<file path="src/rtl/shift_chain_monitor_if.sv">
// ============================================================================
// shift_chain_monitor_if : control/status and chain bundle for shift_chain_monitor
// Rev 1.0 : initial release
// ============================================================================
`default_nettype none

interface shift_chain_monitor_if #(
   parameter int CNT_W = 16
);
   logic             enable;
   logic [1:0]       mode;
   logic             clear;
   logic             chain_q;
   logic             chain_d;
   logic             checking;
   logic             err_pulse;
   logic [CNT_W-1:0] err_count;
   logic             sat;

   modport master (
      output enable, mode, clear, chain_q,
      input  chain_d, checking, err_pulse, err_count, sat
   );

   modport slave (
      input  enable, mode, clear, chain_q,
      output chain_d, checking, err_pulse, err_count, sat
   );
endinterface

`default_nettype wire

</file>
<file path="src/rtl/shift_chain_monitor.sv">
// ============================================================================
// shift_chain_monitor : drives a test pattern into an external shift chain and
// counts mismatches on the returned bit. Define SHIFT_CHAIN_MONITOR_PRBS_EN
// to build the PRBS7 generator for mode 3 (otherwise mode 3 = alternating).
// Rev 1.0 : initial release
// ============================================================================
`default_nettype none

module shift_chain_monitor #(
   parameter int CHAIN_LEN = 17,
   parameter int CNT_W     = 16
) (
   input  logic                 clk,
   input  logic                 rst_n,
   shift_chain_monitor_if.slave bus
);

   localparam int                c_FILL_W    = (CHAIN_LEN > 1) ? $clog2(CHAIN_LEN) : 1;
   localparam logic [c_FILL_W-1:0] c_FILL_LAST = c_FILL_W'(CHAIN_LEN - 1);
   localparam logic [CNT_W-1:0]  c_CNT_MAX   = '1;
   localparam logic [6:0]        c_LFSR_SEED = 7'h7F;

   typedef enum logic [1:0] {
      IDLE  = 2'd0,
      FILL  = 2'd1,
      CHECK = 2'd2
   } state_t;

   state_t                r_state;
   state_t                w_state_nxt;
   logic                  w_load;
   logic                  w_run;
   logic [1:0]            w_mode;
   logic [1:0]            r_mode;
   logic [c_FILL_W-1:0]   r_fill_cnt;
   logic                  r_chain_d;
   logic                  w_first_bit;
   logic                  w_next_bit;
   logic [CHAIN_LEN-1:0]  r_hist;
   logic                  w_mismatch;
   logic                  r_err_pulse;
   logic [CNT_W-1:0]      r_err_count;
   logic                  r_sat;

`ifdef SHIFT_CHAIN_MONITOR_PRBS_EN
   assign w_mode = bus.mode;
`else
   // Without the LFSR, mode 3 is folded onto the alternating pattern everywhere
   assign w_mode = (bus.mode == 2'd3) ? 2'd2 : bus.mode;
`endif

   always_ff @(posedge clk or negedge rst_n) begin
      if (!rst_n) r_state <= IDLE;
      else        r_state <= w_state_nxt;
   end

   // w_load: (re)enter FILL with a fresh pattern; w_run: advance the pattern
   always_comb begin
      w_state_nxt = r_state;
      w_load      = 1'b0;
      w_run       = 1'b0;
      case (r_state)
         IDLE: begin
            if (bus.enable) begin
               w_state_nxt = FILL;
               w_load      = 1'b1;
            end
         end
         FILL, CHECK: begin
            if (!bus.enable) begin
               w_state_nxt = IDLE;
            end else if (w_mode != r_mode) begin
               w_state_nxt = FILL;
               w_load      = 1'b1;
            end else begin
               w_run = 1'b1;
               if ((r_state == FILL) && (r_fill_cnt == c_FILL_LAST))
                  w_state_nxt = CHECK;
            end
         end
         default: w_state_nxt = IDLE;
      endcase
   end

`ifdef SHIFT_CHAIN_MONITOR_PRBS_EN
   logic [6:0] r_lfsr;
   logic [6:0] w_lfsr_nxt;

   assign w_lfsr_nxt = {r_lfsr[5:0], r_lfsr[6] ^ r_lfsr[5]};

   always_ff @(posedge clk or negedge rst_n) begin
      if (!rst_n)     r_lfsr <= c_LFSR_SEED;
      else if (w_run) r_lfsr <= w_lfsr_nxt;
      else            r_lfsr <= c_LFSR_SEED;
   end
`endif

   // Every non-zero pattern opens with a 1 (the PRBS seed MSB is also 1)
   assign w_first_bit = (w_mode != 2'd0);

   always_comb begin
      w_next_bit = 1'b0;
      case (r_mode)
         2'd0:    w_next_bit = 1'b0;
         2'd1:    w_next_bit = 1'b1;
`ifdef SHIFT_CHAIN_MONITOR_PRBS_EN
         2'd3:    w_next_bit = w_lfsr_nxt[6];
`endif
         default: w_next_bit = ~r_chain_d;
      endcase
   end

   always_ff @(posedge clk or negedge rst_n) begin
      if (!rst_n) begin
         r_chain_d  <= 1'b0;
         r_mode     <= 2'd0;
         r_fill_cnt <= '0;
      end else begin
         if (w_load) begin
            r_chain_d <= w_first_bit;
            r_mode    <= w_mode;
         end else if (w_run) begin
            r_chain_d <= w_next_bit;
         end else begin
            r_chain_d <= 1'b0;
         end

         if (!w_load && (r_state == FILL) && (w_state_nxt == FILL))
            r_fill_cnt <= r_fill_cnt + c_FILL_W'(1);
         else
            r_fill_cnt <= '0;
      end
   end

   // Oldest history bit lines up with what the chain returns this cycle
   always_ff @(posedge clk or negedge rst_n) begin
      if (!rst_n) r_hist <= '0;
      else        r_hist <= {r_hist[CHAIN_LEN-2:0], r_chain_d};
   end

   assign w_mismatch = (r_state == CHECK) && (bus.chain_q != r_hist[CHAIN_LEN-1]);

   always_ff @(posedge clk or negedge rst_n) begin
      if (!rst_n) begin
         r_err_pulse <= 1'b0;
         r_err_count <= '0;
         r_sat       <= 1'b0;
      end else begin
         r_err_pulse <= w_mismatch;
         if (bus.clear) begin
            r_err_count <= '0;
            r_sat       <= 1'b0;
         end else if (w_mismatch && (r_err_count != c_CNT_MAX)) begin
            r_err_count <= r_err_count + CNT_W'(1);
            if (r_err_count == (c_CNT_MAX - CNT_W'(1)))
               r_sat <= 1'b1;
         end
      end
   end

   assign bus.chain_d   = r_chain_d;
   assign bus.checking  = (r_state == CHECK);
   assign bus.err_pulse = r_err_pulse;
   assign bus.err_count = r_err_count;
   assign bus.sat       = r_sat;

endmodule

`default_nettype wire
</file>
<file path="src/flat_wrapper.sv">
// flat-port wrapper written by rule: the top's interface ports become plain ports
module shift_chain_monitor_flat 
#(
   parameter int CHAIN_LEN = 17,
   parameter int CNT_W     = 16
)
  (clk, rst_n, bus_enable, bus_mode, bus_clear, bus_chain_q, bus_chain_d, bus_checking, bus_err_pulse, bus_err_count, bus_sat);
  shift_chain_monitor_if #(.CNT_W(CNT_W)) bus_i ();
  input  logic clk;
  input  logic rst_n;
  input wire logic [$bits(bus_i.enable)-1:0] bus_enable;
  input wire logic [$bits(bus_i.mode)-1:0] bus_mode;
  input wire logic [$bits(bus_i.clear)-1:0] bus_clear;
  input wire logic [$bits(bus_i.chain_q)-1:0] bus_chain_q;
  output wire logic [$bits(bus_i.chain_d)-1:0] bus_chain_d;
  output wire logic [$bits(bus_i.checking)-1:0] bus_checking;
  output wire logic [$bits(bus_i.err_pulse)-1:0] bus_err_pulse;
  output wire logic [$bits(bus_i.err_count)-1:0] bus_err_count;
  output wire logic [$bits(bus_i.sat)-1:0] bus_sat;
  assign bus_i.enable = bus_enable;
  assign bus_i.mode = bus_mode;
  assign bus_i.clear = bus_clear;
  assign bus_i.chain_q = bus_chain_q;
  assign bus_chain_d = bus_i.chain_d;
  assign bus_checking = bus_i.checking;
  assign bus_err_pulse = bus_i.err_pulse;
  assign bus_err_count = bus_i.err_count;
  assign bus_sat = bus_i.sat;
  shift_chain_monitor #(.CHAIN_LEN(CHAIN_LEN), .CNT_W(CNT_W)) u_core (.clk(clk), .rst_n(rst_n), .bus(bus_i));
endmodule
</file>
<file path="config.mk">
export PLATFORM = sky130hd
export DESIGN_NAME = shift_chain_monitor_flat
export DESIGN_NICKNAME = d
export VERILOG_FILES = /design/src/rtl/shift_chain_monitor_if.sv /design/src/rtl/shift_chain_monitor.sv /design/src/flat_wrapper.sv
export SDC_FILE = /design/constraint.sdc
export NUM_CORES = 1
export LEC_CHECK = 0
export CAP_MARGIN = 10
export CORE_MARGIN = 2
export CORE_UTILIZATION = 62
export CTS_BUF_LIST = sky130_fd_sc_hd__clkbuf_4 sky130_fd_sc_hd__clkbuf_8
export CTS_CLUSTER_DIAMETER = 150
export DETAILED_ROUTE_END_ITERATION = 6
export MAX_ROUTING_LAYER = met4
export PLACE_DENSITY = 0.89
export SYNTH_ARGS = -nofsm -noshare
export SYNTH_HDL_FRONTEND = slang
export SYNTH_SLANG_ARGS = --single-unit
</file>
<file path="constraint.sdc">
create_clock -name clk -period 3.75 [get_ports clk]
set_input_delay 0.75 -clock clk [delete_from_list [all_inputs] [get_ports clk]]
set_output_delay 0.75 -clock clk [all_outputs]
set_load 0.03 [all_outputs]
</file>
After elaboration in Yosys (flattened, before gate mapping)
Cells that the tools add are included.
Storage, ports and cells
  register bits: 45
  bits of input ports: 7
  output and inout bits: 20
  word-level logic and storage cells: 56
Operators by class
  add/subtract/negate cells: 2
  equality and inequality tests: 10
  muxes and demuxes: 22
  bitwise gates (word level): 1
  reduce and logical (&&, ||, !) cells: 13
Operator list (number)
  2-to-1 mux 16 bit: 2
  adder 16 x 1 -> 16 bit (second input constant): 1
  == test 16 bit (second input constant): 1
  != test 16 bit (second input constant): 1
  2-to-1 mux 1 bit: 11
  2-to-1 mux 2 bit: 5
  == test 2 x 1 -> 1 bit (second input constant): 3
  nonzero test 2 bit: 3
  adder 5 x 1 -> 5 bit (second input constant): 1
  == test 5 bit (second input constant): 1
  logical AND 1 bit: 5
  2-to-1 mux 5 bit: 1
  == test 2 bit (second input constant): 2
  logical NOT 2 bit: 2
  case mux 1 bit (2 select lines): 2
  case mux 2 bit (2 select lines): 1
  != test 2 bit: 1
  AND reduction 2 bit: 1
  OR reduction 2 bit: 1
  logical NOT 1 bit: 1
  != test 1 bit: 1
  inverter 1 bit: 1

Logic depth before layout (Yosys ltp)
Gate-level depths: netlist of the first run.
  depth in word-level cells: 10
  gate-level depth with buffers: 7
  gate-level depth less buffers: 6

Least setup slack after synthesis of the first run
OpenSTA, ideal clock, no wires.
  path type: input-to-reg
  start: input bus_chain_q
  end: register u_core.r_err_count[15] (netlist: u_core.bus.err_count[15])
  setup time: 125 ps
  arrival time: 1888 ps
  required time: 3625 ps
  slack: 1738 ps
  stages: 4
  path buffers: 0
  path through: xor2_2 > nand3_4 > a2111oi_2 > mux2_2
Between the ends
  longest elaborated chain between the ends: 4
RTL lines
  start: declaration: RTL line flat_wrapper.sv:14  | input wire logic [$bits(bus_i.chain_q)-1:0] bus_chain_q;
  != test 1 bit: RTL line shift_chain_monitor.sv:141  | assign w_mismatch = (r_state == CHECK) && (bus.chain_q != r_hist[CHAIN_LEN-1]);
  logical AND 1 bit: RTL line shift_chain_monitor.sv:141
  logical AND 1 bit: RTL line shift_chain_monitor.sv:153  | end else if (w_mismatch && (r_err_count != c_CNT_MAX)) begin
  nonzero test 2 bit (no line)
  end signal: assignment: RTL line shift_chain_monitor.sv:154  | r_err_count <= r_err_count + CNT_W'(1);
  end: declaration: RTL line shift_chain_monitor.sv:42  | logic [CNT_W-1:0] r_err_count;
No other way between the ends.
A chain may end at the register's enable or synchronous reset.

Worst setup path after layout of the first run
  start: register u_core.r_state[0]
  end: output bus_checking
Between the ends
  longest elaborated chain between the ends: 1
RTL lines
  start: declaration: RTL line shift_chain_monitor.sv:29  | state_t r_state;
  start signal: assignment: RTL line shift_chain_monitor.sv:54  | else r_state <= w_state_nxt;
  == test 2 bit: RTL line shift_chain_monitor.sv:162  | assign bus.checking = (r_state == CHECK);
  end: declaration: RTL line flat_wrapper.sv:16  | output wire logic [$bits(bus_i.checking)-1:0] bus_checking;
No other way between the ends.

==> summary.txt, run 1 <==
Critical path
  • Crit path max fanout: 8
  • Crit Reg-Reg Endpoint: u_core.bus.err_count[9]
  • FF-to-FF Start: u_core.bus.err_count[0]
  • Critical Path Sink Type: output pin
  • Crit path launch: u_core.r_state[0]
  • Critical Path Source Type: flop
  • R2R Setup Slk: about 1600 ps
  • CP Data Required Time: approximately 3000 ps
  • Reg2Reg Depth: 5
  • Crit path DAT: about 2000 ps
  • WS Path Type: flop to output pin
  • CP endpoint: bus_checking

Synth
  • Dominant synthesized flop cell: dfrtp_1
  • Synthesized flop and latch total: 45
  • Mapped Area: 2220 um^2
  • Sequential area share after synthesis: between 50% and 60%
  • Largest area contributor in the netlist: dfrtp_1
  • Count leader, synth: dfrtp_1
  • Yosys top cell area share: 50.7%
  • Avg Inst Size Synth: 11.4 um^2
  • Largest cells by area after synthesis: dfrtp_1 (51%), ha_1 (4.5%), mux2_2 (4.1%), nor2b_1 (2.3%), a21oi_1 (2.0%)
  • Post-synth top cells: dfrtp_1 (45), nor2_1 (11), nand2_1 (10), a21oi_1 (9)
  • FFs w/ async S/R, synth: 100%
  • Synth Instances: roughly 200
  • Yosys warns: 0
  • Number of synthesized flops with an enable pin: 0
  • Netlist cell types: 52
  • Syn Nets: 210

Timing
  • Final Skew: just over 8 ps
  • Measured slew at the worst slew-check pin: slightly below 1000 ps
  • Tmin final: about 2700 ps
  • Final period utilization: about 72%
  • Final slew viol count: 0
  • Fmax: around 370 MHz
  • Final hold vios: 0
  • Setup TNS: 0 ps
  • Finish-stage setup viols: 0
  • Final WS setup: approximately 1000 ps
  • Rel. slew slack: 35.2%
  • RSZ-0062 raised after global routing: false

CTS
  • CTS tree: yes
  • Setup Fix Bufs, Post-CTS: 0
  • CTS resizes: 0
  • Hold_buf cts: 0
  • Max Root-Sink Buffers: 2
  • # clock sinks: 45
  • Worst skew pair latency: roughly 370 ps
  • H-tree levels: 2
  • Num CTS Buffers: 5
  • Clock transition at the registers of the reported paths: roughly 140 ps
  • Root Buffer: clkbuf_4

Place
  • DP HPWL: 3140 um
  • I/O Buffers: 26
  • DP Area: about 2500 um^2
  • RePlAce Congestion: slightly below 0.9
  • Pre-CTS setup slack: between 1000 and 1500 ps

GRT
  • Met1 Use GR: 29.2%
  • Global-route wire length before repair: a little under 8000 um
  • Total track usage: 25.7%
  • Pin count of the biggest net entering global routing: between 40 and 50
  • Vias in the first global route: ~1.7k
  • Top Usage Layer GRT: met2
  • GRT met3 Usage: 6.51%
  • Grt ovf: 0
  • M2 GR Usage: between 40% and 50%
  • Initial antenna violation count: 0

Final layout
  • Area grow syn2layout: 14.6%
  • Share of cells above drive strength 1: 14.8%
  • Fillers: 216
  • Final core utilization: between 70% and 80%
  • Number of diodes: 0
  • Post-route cell area: 2540 um^2
  • Final Net Count: approximately 240

Floorplan
  • Core area: ~3400 um^2
  • # rows: 21
  • Initial Utilization: roughly 66%
  • I/O pins: 27
  • Die X-Extent: approximately 64 um
  • Die height: about 64 um
  • Die area: around 4100 um^2

Drt
  • Post-DR wirelength/cell: about 16 um
  • Initial DRC Count: 214
  • DRC Markers: 0
  • Antenna-violating nets left: 0
  • Total number of vias: approximately 1.7k
  • TritonRoute pass-1 iters: 5
  • Vias per cell: roughly 6.2
  • Final WL: roughly 4400 um

Pwr
  • LEAKAGE: around 1.1 nW
  • IR drop worst, VDD: just under 0.5 mV
  • Pwr dens: between 400 and 500 nW/um^2

Hold path
  • HP Class: flop to flop

Run status
  • Outcome: complete, no violations

Flow run
  • Max-cap viol count: 0
[power by group]
group	leakage [nW]	total [mW]	internal, mW	switching [mW]
Combinational	0.430	0.232	0.0921	0.140
Clock	0.0388	0.262	0.0951	0.167
Sequential	0.598	0.654	0.598	0.0560
Total	1.07	1.15	0.785	0.363
[cells by family (layout without fill, tap and decap cells)]
group / after synthesis / in the layout / synth area share [%]
XOR/XNOR: 5 / 5 / 2.31
flip-flops: 45 / 45 / 50.7
AO/OA/AOI/OAI: 34 / 34 / 11.6
buffers and inverters: 13 / 41 / 3.77
AND/OR/NAND/NOR: 82 / 82 / 23.0
adder cells (fa/ha/maj): 8 / 8 / 4.51
multiplexers: 8 / 8 / 4.06
[through the flow]
step,power (mW),instances,hold WS [ps]
6_report,1.15,269,367
5_1_grt,1.22,269,382
4_1_cts,1.15,269,368
3_5_place_dp,0.893,261,336
3_3_place_gp,0.865,261,336
2_1_floorplan,0.807,195,331
[routing by layer]
metal | vias up | wire, um
li1 | 772 | -
met1 | 813 | 1730
met2 | 62 | 2330
met3 | 15 | 239
met4 | 0 | 123
met5 | - | 0
[worst max-delay path, cell delays in order (launching register included)]
cell             delay (ps)
dfrtp_1                 430
inv_1                    90
ha_1                    340
clkdlybuf4s50_1         740
[cell type report]
| cell class | count | area (um^2) | share of cell area [%] |
|---|---|---|---|
| Clock buffer | 6 | 51.3 | 2.02 |
| Clock inverter | 2 | 17.5 | 0.688 |
| Inverter | 7 | 26.3 | 1.03 |
| Multi-Input combinational cell | 137 | 1010 | 39.7 |
| Sequential cell | 45 | 1130 | 44.2 |
| Tap cell | 46 | 57.6 | 2.26 |
| Timing Repair Buffer | 26 | 255 | 10.0 |
[state kept, by name, summed over array words and instances (netlist names)]
name,flops
u_core.bus.sat,1
u_core.bus.err_count,16
u_core.r_hist,17
u_core.r_state,2
u_core.bus.chain_d,1
u_core.r_fill_cnt,5
u_core.r_mode,2
u_core.bus.err_pulse,1
[placed cells by master, fill, tap and decap left out, types with 6 or more instances in the layout]
master	synthesis	final
dfrtp_1	45	45
clkdlybuf4s50_1	0	25
nor2_1	11	11
nand2_1	10	10
a21oi_1	9	9
nor2b_1	8	8
mux2_2	8	8
ha_1	8	8
inv_1	7	7
nand3_1	6	6
[how the worst min path moves through the flow]
stage | slack, ps | endpoint | startpoint | cells past startpoint
after floorplan | 330 | u_core.r_hist[10] | u_core.r_hist[9] | 0
after global placement | 340 | u_core.r_hist[7] | u_core.r_hist[6] | 0
after detailed placement | 340 | u_core.r_hist[10] | u_core.r_hist[9] | 0
after CTS | 370 | u_core.r_hist[6] | u_core.r_hist[5] | 0
after global routing | 380 | u_core.r_hist[9] | u_core.r_hist[8] | 0
final | 370 | u_core.r_hist[6] | u_core.r_hist[5] | 0
Note: power is estimated with default switching activity, not from simulation.
==> inputs of run 2 (changes only) <==
--- a/config.mk
+++ b/config.mk
@@ -7,12 +7,12 @@
 export LEC_CHECK = 0
 export CAP_MARGIN = 10
 export CORE_MARGIN = 2
-export CORE_UTILIZATION = 62
+export CORE_UTILIZATION = 57
 export CTS_BUF_LIST = sky130_fd_sc_hd__clkbuf_4 sky130_fd_sc_hd__clkbuf_8
 export CTS_CLUSTER_DIAMETER = 150
 export DETAILED_ROUTE_END_ITERATION = 6
 export MAX_ROUTING_LAYER = met4
-export PLACE_DENSITY = 0.89
+export PLACE_DENSITY = 0.82
 export SYNTH_ARGS = -nofsm -noshare
 export SYNTH_HDL_FRONTEND = slang
 export SYNTH_SLANG_ARGS = --single-unit
==> constraint.sdc (replaced) <==
create_clock -name clk -period 2.6 [get_ports clk]
set_input_delay 0.52 -clock clk [delete_from_list [all_inputs] [get_ports clk]]
set_output_delay 0.52 -clock clk [all_outputs]
set_load 0.03 [all_outputs]
==> run 2 against run 1 <==
Compared with the run above: via count down 0.42%; clock power rose by 100%; die area increased by 8.2%; power up 58%; register-to-register slack lost 1100 ps; highest routed layer unchanged.
==> summary.txt, run 2 (synthesized netlist as in run 1, its figures left out) <==
Final layout
  • Largest register by flop count: u_core.r_hist
  • Area of the multi-input gates: 1010 um^2 (unchanged)
  • Area grow syn2layout: 17.5%
  • Storage element area: 1130 um^2 (unchanged)
  • Share of cells above drive strength 1: 15.6% (+0.76 points)
  • Largest register FFs: 17 (unchanged)
  • Final core utilization: 70.2% (-4.9 points)
  • Number of diodes: 0 (unchanged)
  • Post-route cell area: 2610 um^2 (+2.5%)
  • Fillers: 276 (+28%)
  • Commonest non-fill, non-tap cell in the layout: dfrtp_1
  • Final Net Count: 239 (+0.84%)
  • Most frequent cells in the layout: dfrtp_1 (45), clkdlybuf4s50_1 (25), nor2_1 (11), nand2_1 (10), a21oi_1 (9)
  • Non-Filler Instances: 273 (+1.5%)

Timing
  • Final period utilization: between 90% and 100%
  • Final hold vios: 0 (unchanged)
  • Tmin final: 2410 ps
  • RSZ-0062 raised after global routing: false
  • Setup TNS: 0 ps (unchanged)
  • Measured slew at the worst slew-check pin: 960 ps (-12.1 ps)
  • Final Skew: 7.85 ps (-0.467 ps)
  • Fmax: between 400 and 500 MHz
  • Finish-stage setup viols: 0 (unchanged)
  • Final slew viol count: 0 (unchanged)
  • Rel. slew slack: 36.0% (+0.81 points)

Drt
  • Final WL: 4300 um (-2.7%)
  • DRC Markers: 0 (unchanged)
  • Highest Signal Layer: met4
  • Met3 wire length: 205 um (-14%)
  • Antenna-violating nets left: 0 (unchanged)
  • Vias per cell: 6.06 (-1.9%)
  • Post-DR wirelength/cell: 15.8 um (-4.1%)
  • TritonRoute pass-1 iters: 5 (unchanged)
  • Wl on met1: 1720 um (-0.29%)
  • Total number of vias: 1655 (-0.42%)
  • Initial DRC Count: 148 (-31%)
  • Metal2 WL: 2290 um (-1.8%)

Critical path
  • Crit Reg-Reg Endpoint: u_core.bus.err_count[7]
  • Crit path DAT: 1890 ps (-80 ps)
  • Critical Path Source Type: flop
  • R2R Setup Slk: 560 ps (-1060 ps)
  • CP endpoint: bus_checking
  • WS Path Type: flop to output pin
  • Crit-path max cell delay: 730 ps (about the same)
  • Crit path launch: u_core.r_state[0]
  • FF-to-FF Start: u_core.bus.err_count[0]
  • Critical Path Sink Type: output pin
  • Reg2Reg Depth: 5 (unchanged)
  • Critical-path top delay cell: clkdlybuf4s50_1
  • Critical Path, Cell by Cell: inv_1 > ha_1 > clkdlybuf4s50_1
  • Crit path max fanout: 8 (unchanged)
  • CP Data Required Time: 2080 ps (-920 ps)

GRT
  • Global-route wire length before repair: 7340 um (-5.4%)
  • Total track usage: 23.0% (-2.7 points)
  • Pin count of the biggest net entering global routing: 46 (unchanged)
  • Vias in the first global route: 1597 (-5.8%)
  • Grt ovf: 0 (unchanged)
  • Initial antenna violation count: 0 (unchanged)

Pwr
  • IR drop worst, VDD: 0.636 mV (+28%)
  • Overall power: 1.82 mW (+58%)
  • Pwr dens: 696 nW/um^2 (+54%)
  • LEAKAGE: 1.09 nW (+2.4%)

Place
  • RePlAce Congestion: 0.866 (-0.79%)
  • Placed Cells: 265 (+1.5%)
  • DP HPWL: 3030 um (-3.3%)
  • DP Area: 2490 um^2 (+0.71%)
  • I/O Buffers: 26 (unchanged)

CTS
  • H-tree levels: 2 (unchanged)
  • Max Root-Sink Buffers: 2 (unchanged)
  • Hold_buf cts: 0 (unchanged)
  • # clock sinks: 45 (unchanged)
  • CTS resizes: 0 (unchanged)
  • Worst skew pair latency: 300 ps (-70 ps)
  • CTS tree: yes
  • Num CTS Buffers: 5 (unchanged)
  • Setup Fix Bufs, Post-CTS: 0 (unchanged)
  • Root Buffer: clkbuf_8
  • Clock transition at the registers of the reported paths: 80 ps (-60 ps)

Hold path
  • HP Class: flop to flop

Run status
  • Outcome: complete, no violations

Flow run
  • Max-cap viol count: 0 (unchanged)

Floorplan
  • Core area: 3720 um^2 (+9.6%)
  • Die height: 66.4 um (+4.0%)
  • # rows: 22 (+4.8%)
  • Die area: 4410 um^2 (+8.2%)
  • Die X-Extent: 66.4 um (+4.0%)
  • Initial Utilization: 59.8% (-5.8 points)
  • I/O pins: 27 (unchanged)
==> run 2: changes by cell type in the layout (fill, tap and decap cells not counted) <==
cell / change
clkbuf_8: +4
inv_6: -1
clkbuf_4: -5
buf_4: +2
clkinvlp_4: +1
bufinv_16: +1
==> run 2: report_power, final <==
part | switching (mW) | total, mW | internal [mW]
combinational | 0.192 | 0.336 | 0.144
sequential | 0.0832 | 0.946 | 0.863
clock | 0.245 | 0.533 | 0.288
==> run 2: through the flow <==
step	setup slack [ps]	hold slack (ps)
after floorplan	629	224
after global placement	323	333
after detailed placement	285	336
after CTS	183	354
after global routing	109	364
final	190	352
==> run 2: final cells by class <==
class	count	area share, %
clock buffer	5	2.64
clock inverter	3	1.77
timing repair buffer	28	10.4
sequential	45	43.2
inverter	7	1.01
multi-input combinational	137	38.8
tap	48	2.30
==> run 2: layer usage <==
layer,up-vias,track usage [%]
met5,-,-
met4,0,8.42
met3,8,5.62
met2,58,40.0
met1,814,25.5
li1,775,-
==> run 2: worst max-delay path, delay by kind of cell (launching register included) <==
family	cells	cell delay, ps
flops	1	420
buf+inv	2	830
fa+ha+maj	1	340
==> run 2: worst min path at each step <==
stage          cells after the start                  to         startpoint  slack, ps
2_1_floorplan                      0  u_core.bus.chain_d              rst_n        220
3_3_place_gp                       0   u_core.r_hist[16]  u_core.r_hist[15]        330
3_5_place_dp                       0    u_core.r_hist[2]   u_core.r_hist[1]        340
4_1_cts                            0   u_core.r_hist[13]  u_core.r_hist[12]        350
5_1_grt                            0    u_core.r_hist[7]   u_core.r_hist[6]        360
6_report                           0   u_core.r_hist[13]  u_core.r_hist[12]        350
==> inputs of run 3 (changes only) <==
--- a/config.mk
+++ b/config.mk
@@ -7,12 +7,13 @@
 export LEC_CHECK = 0
 export CAP_MARGIN = 10
 export CORE_MARGIN = 2
-export CORE_UTILIZATION = 57
+export CORE_UTILIZATION = 55
 export CTS_BUF_LIST = sky130_fd_sc_hd__clkbuf_4 sky130_fd_sc_hd__clkbuf_8
 export CTS_CLUSTER_DIAMETER = 150
 export DETAILED_ROUTE_END_ITERATION = 6
 export MAX_ROUTING_LAYER = met4
-export PLACE_DENSITY = 0.82
+export PLACE_DENSITY = 0.8
+export SKIP_CTS_REPAIR_TIMING = 1
 export SYNTH_ARGS = -nofsm -noshare
 export SYNTH_HDL_FRONTEND = slang
 export SYNTH_SLANG_ARGS = --single-unit
==> run 3 against run 2 <==
Compared with the run above: combinational power decreased by 3%; highest routed layer unchanged; sequential share of layout area increased by 0.083 points; fmax shrank 0.77%; largest power group unchanged.
==> summary.txt, run 3 (synthesized netlist as in run 1, its figures left out) <==
Drt
  • DRC Markers: 0 (unchanged)
  • Initial DRC Count: 141 (-4.7%)
  • Total number of vias: 1610 (-2.7%)
  • Final WL: 3890 um (-9.5%)
  • Post-DR wirelength/cell: 14.1 um (-10%)
  • TritonRoute pass-1 iters: 4 (-1)
  • Antenna-violating nets left: 0 (unchanged)
  • Vias per cell: 5.83 (-3.8%)

Critical path
  • Crit Reg-Reg Endpoint: u_core.bus.err_count[7]
  • Crit path max fanout: 8 (unchanged)
  • Crit path DAT: 1910 ps (+20 ps)
  • WS Path Type: flop to output pin
  • Critical Path Source Type: flop
  • R2R Setup Slk: 560 ps (about the same)
  • CP endpoint: bus_checking
  • FF-to-FF Start: u_core.bus.err_count[0]
  • Crit path launch: u_core.r_state[0]
  • Reg2Reg Depth: 5 (unchanged)
  • Critical Path Sink Type: output pin
  • CP Data Required Time: 2080 ps (about the same)

GRT
  • Met1 Use GR: 25.8% (+0.26 points)
  • Initial antenna violation count: 0 (unchanged)
  • Top Usage Layer GRT: met2
  • Vias in the first global route: 1458 (-8.7%)
  • GRT met3 Usage: 5.50% (-0.12 points)
  • Pin count of the biggest net entering global routing: 26 (-43%)
  • Grt ovf: 0 (unchanged)
  • M2 GR Usage: 31.1% (-8.9 points)
  • Total track usage: 20.5% (-2.5 points)
  • Global-route wire length before repair: 6680 um (-9.0%)

CTS
  • Root Buffer: clkbuf_8
  • Clock transition at the registers of the reported paths: 90 ps (about the same)
  • # clock sinks: 45 (unchanged)
  • CTS tree: yes
  • H-tree levels: 2 (unchanged)
  • Max Root-Sink Buffers: 2 (unchanged)
  • Worst skew pair latency: 300 ps (about the same)
  • Num CTS Buffers: 5 (unchanged)

Timing
  • Final WS setup: 172 ps (-18.8 ps)
  • Final slew viol count: 0 (unchanged)
  • Rel. slew slack: 68.3% (+32 points)
  • Measured slew at the worst slew-check pin: 476 ps (-484 ps)
  • Tmin final: 2430 ps (+18.8 ps)
  • Setup TNS: 0 ps (unchanged)
  • Final period utilization: 93.4% (+0.72 points)
  • RSZ-0062 raised after global routing: false
  • Finish-stage setup viols: 0 (unchanged)
  • Final Skew: 5.95 ps (-1.90 ps)
  • Fmax: 412 MHz (-0.77%)
  • Final hold vios: 0 (unchanged)

Floorplan
  • Core area: 3940 um^2 (+6.1%)
  • Die height: 67.5 um (+1.7%)
  • Die X-Extent: 67.5 um (+1.7%)
  • I/O pins: 27 (unchanged)
  • # rows: 23 (+4.5%)
  • Initial Utilization: 56.3% (-3.4 points)
  • Die area: 4560 um^2 (+3.4%)

Final layout
  • Final Net Count: 240 (+0.42%)
  • Fillers: 314 (+14%)
  • Number of diodes: 0 (unchanged)
  • Commonest non-fill, non-tap cell in the layout: dfrtp_1
  • Storage element area: 1130 um^2 (unchanged)
  • Area grow syn2layout: 17.2%
  • Largest register by flop count: u_core.r_hist
  • Largest register FFs: 17 (unchanged)
  • Most frequent cells in the layout: dfrtp_1 (45), clkdlybuf4s50_1 (25), nor2_1 (11), nand2_1 (10), a21oi_1 (9)
  • Share of cells above drive strength 1: 15.9% (+0.37 points)
  • Area of the multi-input gates: 1010 um^2 (unchanged)

Place
  • RePlAce Congestion: 0.847 (-2.2%)
  • DP HPWL: 2730 um (-10%)
  • I/O Buffers: 26 (unchanged)
  • Pre-CTS setup slack: 279 ps (-5.89 ps)

Pwr
  • LEAKAGE: 1.09 nW (+0.21%)
  • Pwr dens: 668 nW/um^2 (-4.0%)
  • IR drop worst, VDD: 0.622 mV (-2.3%)

Run status
  • Outcome: complete, no violations

Hold path
  • HP Class: primary input to asynchronous set/reset pin

Flow run
  • Max-cap viol count: 0 (unchanged)
## run 3: cell types whose count changed in the layout (fill, tap and decap cells not counted), sizes merged
cell,change
bufinv,-1
buf,+1
clkbuf,+1
inv,+1
clkinvlp,-1
## run 3: routing by layer
metal	part of all wire, %	wire length [um]	vias to the layer above
met4	2.3	89	0
met3	3.8	147	11
met1	46	1800	790
met5	0	0	-
li1	-	-	777
met2	48	1850	32
## run 3: worst min-delay path by stage
stage	from	to	slack [ps]	cells after the start
after floorplan	rst_n	u_core.bus.chain_d	220	0
after global placement	u_core.r_hist[14]	u_core.r_hist[15]	330	0
after detailed placement	u_core.r_hist[8]	u_core.r_hist[9]	330	0
after CTS	rst_n	u_core.bus.err_count[2]	170	1
after global routing	rst_n	u_core.bus.err_count[2]	180	1
final	rst_n	u_core.bus.err_count[4]	160	1
## run 3: metrics by stage
stage | instances | total power, mW | cell area [um^2] | hold slack (ps) | util [%]
global placement | 268 | 1.28 | 2500 | 334 | 63.5
finish | 276 | 1.74 | 2600 | 158 | 66.0
floorplan | 195 | 1.16 | 2220 | 224 | -
CTS | 276 | 1.76 | 2600 | 173 | 66.0
global route | 276 | 1.85 | 2600 | 182 | 66.0
detailed placement | 268 | 1.28 | 2500 | 335 | 63.5
## run 3: cell type report
type | count | share of cell area, %
inverter | 7 | 1.01
tap | 50 | 2.40
clock inverter | 2 | 0.673
sequential | 45 | 43.2
timing repair buffer | 29 | 10.7
clock buffer | 6 | 3.17
multi-input combinational | 137 | 38.8
## run 3: power breakdown
part | internal (mW) | total [mW] | switching, mW
clock | 0.221 | 0.470 | 0.249
combinational | 0.143 | 0.327 | 0.184
sequential | 0.863 | 0.943 | 0.0800
total | 1.23 | 1.74 | 0.513
## run 3: worst max-delay path, cell delays in order, from the launching register on
cell	delay, ps
dfrtp_1	420
inv_1	90
ha_1	360
clkdlybuf4s50_1	740
